`config.mk`:
```
export PLATFORM = sky130hd
export DESIGN_NAME = mem_bus_arbiter
export DESIGN_NICKNAME = d
export VERILOG_FILES = /design/src/rtl/mem_bus_arbiter.sv
export SDC_FILE = /design/constraint.sdc
export NUM_CORES = 1
export LEC_CHECK = 0
export BUFFER_PORTS_ARGS = -buffer_cell sky130_fd_sc_hd__buf_2
export CAP_MARGIN = 20
export CELL_PAD_IN_SITES_DETAIL_PLACEMENT = 0
export CELL_PAD_IN_SITES_GLOBAL_PLACEMENT = 1
export CORE_AREA = 2 2 181 94
export DETAILED_ROUTE_END_ITERATION = 16
export DIE_AREA = 0 0 183 96
export GPL_TIMING_DRIVEN = 0
export PLACE_DENSITY = 0.81
export SYNTH_ARGS = -nofsm -noshare
export SYNTH_HDL_FRONTEND = slang
export SYNTH_SLANG_ARGS = --single-unit
```
`constraint.sdc`:
```
create_clock -name clk -period 5.2 [get_ports clk]
set_clock_uncertainty 0.05 [all_clocks]
set_input_delay 0.26 -clock clk [delete_from_list [all_inputs] [get_ports clk]]
set_output_delay 0.26 -clock clk [all_outputs]
set_load 0.02 [all_outputs]
```
`src/rtl/mem_bus_arbiter.sv`:
```
// mem_bus_arbiter
//   Shares one memory port between instruction fetch (ibus) and load/store
//   (dbus). It registers one transaction at a time and holds it on the memory
//   port until mem_ready. It then returns the read data with a one-cycle ack.
//   It also produces the stall that freezes the core control FSM.
//
// Optional feature (compile-time macro BUS_TIMEOUT_EN):
//   When defined, a transaction that waits TIMEOUT_CYC cycles without
//   mem_ready is aborted. The abort pulses ack and bus_err together and
//   returns 32'hDEAD_BEEF (replicated) as read data.
//   When undefined, BUSY waits indefinitely and bus_err is tied low.
//
// State  | meaning
// IDLE   | no transaction; arbitrate and latch the winner's request
// BUSY_I | fetch on the memory port, waiting for mem_ready
// BUSY_D | load/store on the memory port, waiting for mem_ready
// ACK    | ack pulse cycle; no grant is made here
//
// Parameters: ADDR_W, DATA_W, ARB_MODE (0 fixed dbus priority, 1 round-robin),
//             TIMEOUT_CYC (2..255, only used with BUS_TIMEOUT_EN)
// Ports:
//   clk, rst                        clock, async active-high reset
//   ibus_req/addr/rdata/ack         fetch requester
//   dbus_req/we/addr/wdata/be/rdata/ack  load/store requester
//   mem_req/we/addr/wdata/be        registered memory request
//   mem_rdata, mem_ready            memory response
//   stall                           some requester is still waiting
//   bus_err                         timeout abort pulse, coincident with ack
module mem_bus_arbiter #(
  parameter int ADDR_W      = 32,
  parameter int DATA_W      = 32,
  parameter int ARB_MODE    = 0,
  parameter int TIMEOUT_CYC = 16
) (
  input  logic                clk,
  input  logic                rst,
  input  logic                ibus_req,
  input  logic [ADDR_W-1:0]   ibus_addr,
  output logic [DATA_W-1:0]   ibus_rdata,
  output logic                ibus_ack,
  input  logic                dbus_req,
  input  logic                dbus_we,
  input  logic [ADDR_W-1:0]   dbus_addr,
  input  logic [DATA_W-1:0]   dbus_wdata,
  input  logic [DATA_W/8-1:0] dbus_be,
  output logic [DATA_W-1:0]   dbus_rdata,
  output logic                dbus_ack,
  output logic                mem_req,
  output logic                mem_we,
  output logic [ADDR_W-1:0]   mem_addr,
  output logic [DATA_W-1:0]   mem_wdata,
  output logic [DATA_W/8-1:0] mem_be,
  input  logic [DATA_W-1:0]   mem_rdata,
  input  logic                mem_ready,
  output logic                stall,
  output logic                bus_err
);

  localparam int BE_W = DATA_W / 8;
  localparam logic GNT_I = 1'b0;
  localparam logic GNT_D = 1'b1;
  localparam logic [7:0] TMO_LAST = 8'(TIMEOUT_CYC - 1);

  typedef enum logic [1:0] {IDLE, BUSY_I, BUSY_D, ACK} state_t;

  state_t state;
  logic   last_grant;
  logic   grant_d;

  // On a conflict, round-robin hands the port to whichever side did not get
  // the previous grant.
  always_comb begin
    grant_d = dbus_req;
    if (ibus_req && dbus_req) begin
      if (ARB_MODE == 0) grant_d = 1'b1;
      else               grant_d = (last_grant == GNT_I);
    end
  end

  // A side stops stalling in its ack cycle even if req is still high.
  assign stall = (ibus_req & ~ibus_ack) | (dbus_req & ~dbus_ack);

`ifdef BUS_TIMEOUT_EN
  logic [7:0] tmo_cnt;
`else
  logic unused_tmo;
  assign unused_tmo = ^TMO_LAST;
  assign bus_err    = 1'b0;
`endif

  always_ff @(posedge clk or posedge rst) begin
    if (rst) begin
      state      <= IDLE;
      last_grant <= GNT_I;
      mem_req    <= 1'b0;
      mem_we     <= 1'b0;
      mem_addr   <= '0;
      mem_wdata  <= '0;
      mem_be     <= '0;
      ibus_ack   <= 1'b0;
      dbus_ack   <= 1'b0;
      ibus_rdata <= '0;
      dbus_rdata <= '0;
`ifdef BUS_TIMEOUT_EN
      bus_err    <= 1'b0;
      tmo_cnt    <= '0;
`endif
    end else begin
      ibus_ack <= 1'b0;
      dbus_ack <= 1'b0;
`ifdef BUS_TIMEOUT_EN
      bus_err  <= 1'b0;
`endif
      case (state)
        IDLE: begin
          if (ibus_req || dbus_req) begin
            last_grant <= grant_d ? GNT_D : GNT_I;
            mem_req    <= 1'b1;
`ifdef BUS_TIMEOUT_EN
            tmo_cnt    <= '0;
`endif
            if (grant_d) begin
              mem_we    <= dbus_we;
              mem_addr  <= dbus_addr;
              mem_wdata <= dbus_wdata;
              mem_be    <= dbus_we ? dbus_be : {BE_W{1'b1}};
              state     <= BUSY_D;
            end else begin
              mem_we    <= 1'b0;
              mem_addr  <= ibus_addr;
              mem_wdata <= '0;
              mem_be    <= {BE_W{1'b1}};
              state     <= BUSY_I;
            end
          end
        end
        BUSY_I, BUSY_D: begin
          if (mem_ready) begin
            mem_req <= 1'b0;
            mem_we  <= 1'b0;
            state   <= ACK;
            if (state == BUSY_I) begin
              ibus_rdata <= mem_rdata;
              ibus_ack   <= 1'b1;
            end else begin
              // A store leaves the previous load data in place.
              if (!mem_we) dbus_rdata <= mem_rdata;
              dbus_ack <= 1'b1;
            end
          end
`ifdef BUS_TIMEOUT_EN
          else if (tmo_cnt == TMO_LAST) begin
            mem_req <= 1'b0;
            mem_we  <= 1'b0;
            bus_err <= 1'b1;
            state   <= ACK;
            if (state == BUSY_I) begin
              ibus_rdata <= {(DATA_W/32){32'hDEAD_BEEF}};
              ibus_ack   <= 1'b1;
            end else begin
              dbus_rdata <= {(DATA_W/32){32'hDEAD_BEEF}};
              dbus_ack   <= 1'b1;
            end
          end else begin
            tmo_cnt <= tmo_cnt + 8'd1;
          end
`endif
        end
        ACK:     state <= IDLE;
        default: state <= IDLE;
      endcase
    end
  end

endmodule

```
== After elaboration in Yosys (flattened, before gate mapping) ==
Cells that the tools add are included.
Word-level totals
  flip-flop bits (word level): 138
  bits of input ports: 138
Operators by class
  equal/unequal tests: 5
  mux-type cells: 21
  bitwise gates (word level): 7
  reductions and logical operators: 10
Operators with widths (count)
  2-to-1 mux 32 bit: 2
  2-to-1 mux 1 bit: 11
  2-to-1 mux 4 bit: 2
  2-to-1 mux 2 bit: 3
  case mux 2 bit (3 select lines): 1
  AND reduction 3 bit: 2
  equality test 2 bit, second input constant: 2
  inequality test 2 bit, second input constant: 2
  inverter 1 bit: 4
  case mux 1 bit (2 select lines): 2
  AND reduction 2 bit: 2
  AND reduction 4 bit: 1
  bitwise AND 1 bit: 2
  equality test 2 x 1 -> 1 bit, second input constant: 1
  logical NOT 2 bit: 1
  nonzero test 2 bit: 1
  OR reduction 2 bit: 1
  logical AND 1 bit: 1
  logical OR 1 bit: 1
  OR 1 bit: 1

== Longest topological paths before layout ==
  depth in word-level cells: 5
  mapped depth: 7
  mapped depth without buffers: 5

== Worst setup path before layout ==
Ideal clock, no wire load.
  path kind: register -> register
  start point: reg state[0]
  end point: reg dbus_rdata[11]
  library setup time: 0.125 ns
  data arrival time: 1.560 ns
  data required time: 5.025 ns
  setup slack: 3.466 ns
  cell stages (with the launch flop): 7
  buffers on the path: 1
  period minus slack after synthesis: 1.734 ns
  cells stage by stage: dfrtp_1 > inv_1 > ha_1 > nand2_2 > nor3_4 > buf_6 > mux2_2
On the way
  word-level cells in the longest chain between the ends: 3
  elaborated cells between the ends (all ways): 5
  classes of those cells: eq/ne (2); bitwise (1); reduce/logical (2)
Ends and longest elaborated chain
  start, declared: line 66  | state_t state;
  start signal, assigned: line 93  | state <= IDLE;
  start signal, assigned: line 127  | state <= BUSY_D;
  start signal, assigned: line 133  | state <= BUSY_I;
  equality test 2 x 1 -> 1 bit / equality test 2 bit (equally long branches): line 114, 142
  OR reduction 2 bit / inverter 1 bit (equally long branches)
  AND reduction 4 bit (no line) *
  end signal, assigned: line 147  | if (!mem_we) dbus_rdata <= mem_rdata;
  end, declared: line 46  | output logic [DATA_W-1:0] dbus_rdata,
Mark *: on every way between the ends. The rest lies on a longest branch, timed or not.
A chain may end at the register's enable or synchronous reset.

== Final worst setup path ==
  start point: reg state[1]
  end point: reg dbus_rdata[17]
The elaborated chain is that of the path after synthesis.

==> impl_metrics.py <==
metrics = {
    "setup_path": {
        "cp.arrival_ns": 2.18,
        "critPathMaxFanout": 10,
        "required_ns": 5.43,
        "cp-startpoint": "state[1]$_DFFE_PP0P_",
        "startpoint_type": "register",
        "worstSetupEndpointType": "register",
        "worstSetupPathType": "reg -> reg",
        "r2r-start": "state[1]$_DFFE_PP0P_",
    },
    "route": {
        "drt_iter0_markers": 124,
        "drtPass1Iterations": 4,
        "vias_per_cell": 4.63,
        "routed_wl_um": 14700,
        "vias": 4270,
        "post_drt_wl_per_cell_um": 15.9,
        "ant_nets": 0,
        "post-route-drc-count": 0,
    },
    "timing": {
        "finalSetupViolCount": 0,
        "max_slew.worst_pin.slew_ns": 0.571,
        "fmax_ghz": 0.513,
        "finalHoldViolations": 0,
        "finalSetupTns_ns": 0,
        "finalCritPeriodShare_pct": 37.5,
        "finalMaxSlewViolations": 0,
        "relSlewSlack_pct": 62.0,
        "rsz0062_at_grt": "false",
        "min_period_ns": 1.95,
    },
    "die": {
        "core_um2": 16000,
        "fp.dieH_um": 96,
        "die_w_um": 183,
        "num_rows": 33,
        "start_util_pct": 34.2,
        "dieArea_um2": 17600,
        "ios": 276,
    },
    "placement": {
        "port_buffers": 274,
        "dp_hpwl_um": 11300,
        "dpl_cell_area_um2": 7150,
        "gp_congestion": 0.762,
    },
    "global_route": {
        "grt_util_met3_pct": 5.45,
        "grt_pass1_vias": 4509,
        "busiest_layer": "met2",
        "grt_pass1_wl_um": 22900,
        "grt_max_degree": 79,
        "grt_remaining_overflow": 0,
        "grt_use_met2_pct": 27.1,
        "antenna_found_initial": 0,
        "grt_use_met1_pct": 22.3,
        "track_usage_pct": 16.9,
    },
    "clock_tree": {
        "hold_buffers": 2,
        "clock_latency_ns": 0.40,
        "cts_setup_buffers": 0,
        "cts-resized-gates": 0,
        "cts_tree": "done",
        "cts_root_buffer": "clkbuf_16",
        "clkSinkCount": 138,
        "numCtsBuffers": 17,
        "cts_max_level": 4,
        "path_clk_slew_ns": 0.06,
        "cts_buffer_depth": 2,
    },
    "final_layout": {
        "fin_area_um2": 7770,
        "drive_above_1_share_pct": 54.9,
        "final_util_pct": 48.5,
        "areaGrowthSynthToFinish_pct": 41.7,
        "antennaDiodeCount": 0,
        "nets": 842,
    },
    "yosys": {
        "seq_area_frac_synth_pct": 63.0,
        "synth_area_leader_cell": "dfrtp_1",
        "syn_nets": 543,
        "synthesis.area_um2": 5490,
        "synth_edf_count": 0,
        "syn_area_per_cell_um2": 13.6,
        "ys_warn_count": 0,
        "synth_cell_types": 28,
        "synth-seq-cells": 138,
        "synth_most_common_cell": "dfrtp_1",
        "synth_async_sr_flop_share_pct": 100,
        "synth_top_area_share_pct": 63.0,
        "yosys-top-cells-count": "dfrtp_1 (138), mux2_2 (62), nand2_1 (38), o21ai_0 (38), a22o_1 (33)",
        "synthTopCellsByArea": "dfrtp_1 (63%), mux2_2 (13%), mux2i_1 (5.8%)",
        "synthFlopType": "dfrtp_1",
        "netlist_instances": 402,
    },
    "pwr": {
        "p_per_area_nw_per_um2": 694,
        "vdd_drop_max_mv": 0.241,
        "p_leak_nw": 4.05,
        "p_sw_mw": 2.14,
        "pwr-share-clk_pct": 21.8,
        "power_frac_comb_pct": 43.7,
        "p_sw_share_pct": 39.7,
        "p_seq_share_pct": 34.5,
        "totalPowerFinal_mw": 5.39,
        "p_int_mw": 3.25,
    },
    "hold_path": {
        "hold_class": "in -> reg",
        "hold_start": "dbus_wdata[27]",
    },
    "outcome": {
        "status": "finished clean",
    },
    "flow_run": {
        "drv_cap": 0,
    },
}
## per-layer routing
layer  vias up  wire (µm)
met5         -          0
met4         0         87
met3         9        974
met2       158       6690
met1      2087       6950
li1       2016          -
## sequential cells by signal, summed over array words and instances (netlist names)
| signal | count |
|---|---|
| ibus_rdata | 32 |
| mem_we | 1 |
| ibus_ack | 1 |
| mem_wdata | 32 |
| mem_addr | 32 |
| mem_be | 4 |
| state | 2 |
| dbus_rdata | 32 |
| dbus_ack | 1 |
| mem_req | 1 |
## placed cells by master (no fill, tap or decap), types with 5 or more instances in the layout
cell             n
buf_4            5
dfrtp_1        138
nand2_1         38
mux2i_1         32
nor2_1           6
a22o_1          33
clkbuf_16       17
buf_2          286
inv_1            7
dlygate4sd3_1    5
o21ai_0         38
clkbuf_1         6
mux2_2          62
## final cells by class
cell class,instances,area (µm²)
Clock buffer,17,425
Fill cell,1443,8250
Buffer,26,154
Tap cell,210,263
Sequential cell,138,3450
Inverter,8,35.0
Multi-Input combinational cell,230,1850
Clock inverter,13,146
Timing Repair Buffer,280,1450
## power by group through the flow
stage | logic, mW | clock network, mW | registers, mW
after detailed placement | 2.39 | 0 | 1.87
final | 2.36 | 1.17 | 1.86
after global routing | 2.55 | 1.26 | 1.93
after global placement | 2.32 | 0 | 1.85
after floorplan | 0.901 | 0 | 2.49
after CTS | 2.39 | 1.21 | 1.86
## cells by family after synthesis
logic type               after synthesis  synth area share (%)
AO/OA/AOI/OAI                         78                  9.65
AND/OR/NAND/NOR                       50                  3.90
other                                  1                0.0684
multiplexers                          98                  19.4
buffers and inverters                 34                  3.35
flip-flops                           138                  63.0
adder cells (fa/ha/maj)                3                 0.684
## path summary, 6_finish.rpt
kind	endpoint	slack [ns]	cells after the start
setup / recovery	dbus_rdata[17]$_DFFE_PP0P_	3.25	6
min in group asynchronous	mem_addr[7]$_DFFE_PP0P_	0.43	3
hold / removal	mem_wdata[27]$_DFFE_PP0P_	0.02	2
setup reg to reg	dbus_rdata[17]$_DFFE_PP0P_	3.25	6
max in group asynchronous	dbus_rdata[14]$_DFFE_PP0P_	3.92	4
hold reg to reg	mem_addr[3]$_DFFE_PP0P_	0.42	2
## worst max-delay path, cell delays in order (launching register included)
cell	delay, ns
dfrtp_1	0.35
inv_1	0.08
ha_1	0.39
nand2_2	0.10
nor3_4	0.29
buf_6	0.22
mux2_2	0.35
## metrics by stage
step / instances / hold WS (ns) / setup WS [ns]
after global routing: 922 / 0.00266 / 3.10
after global placement: 886 / 0.411 / -0.113
final: 922 / 0.0198 / 3.25
after CTS: 919 / 0.00159 / 3.23
after floorplan: 402 / 0.343 / 1.19
after detailed placement: 887 / 0.316 / 3.25
Note: power is estimated with default switching activity, not from simulation.
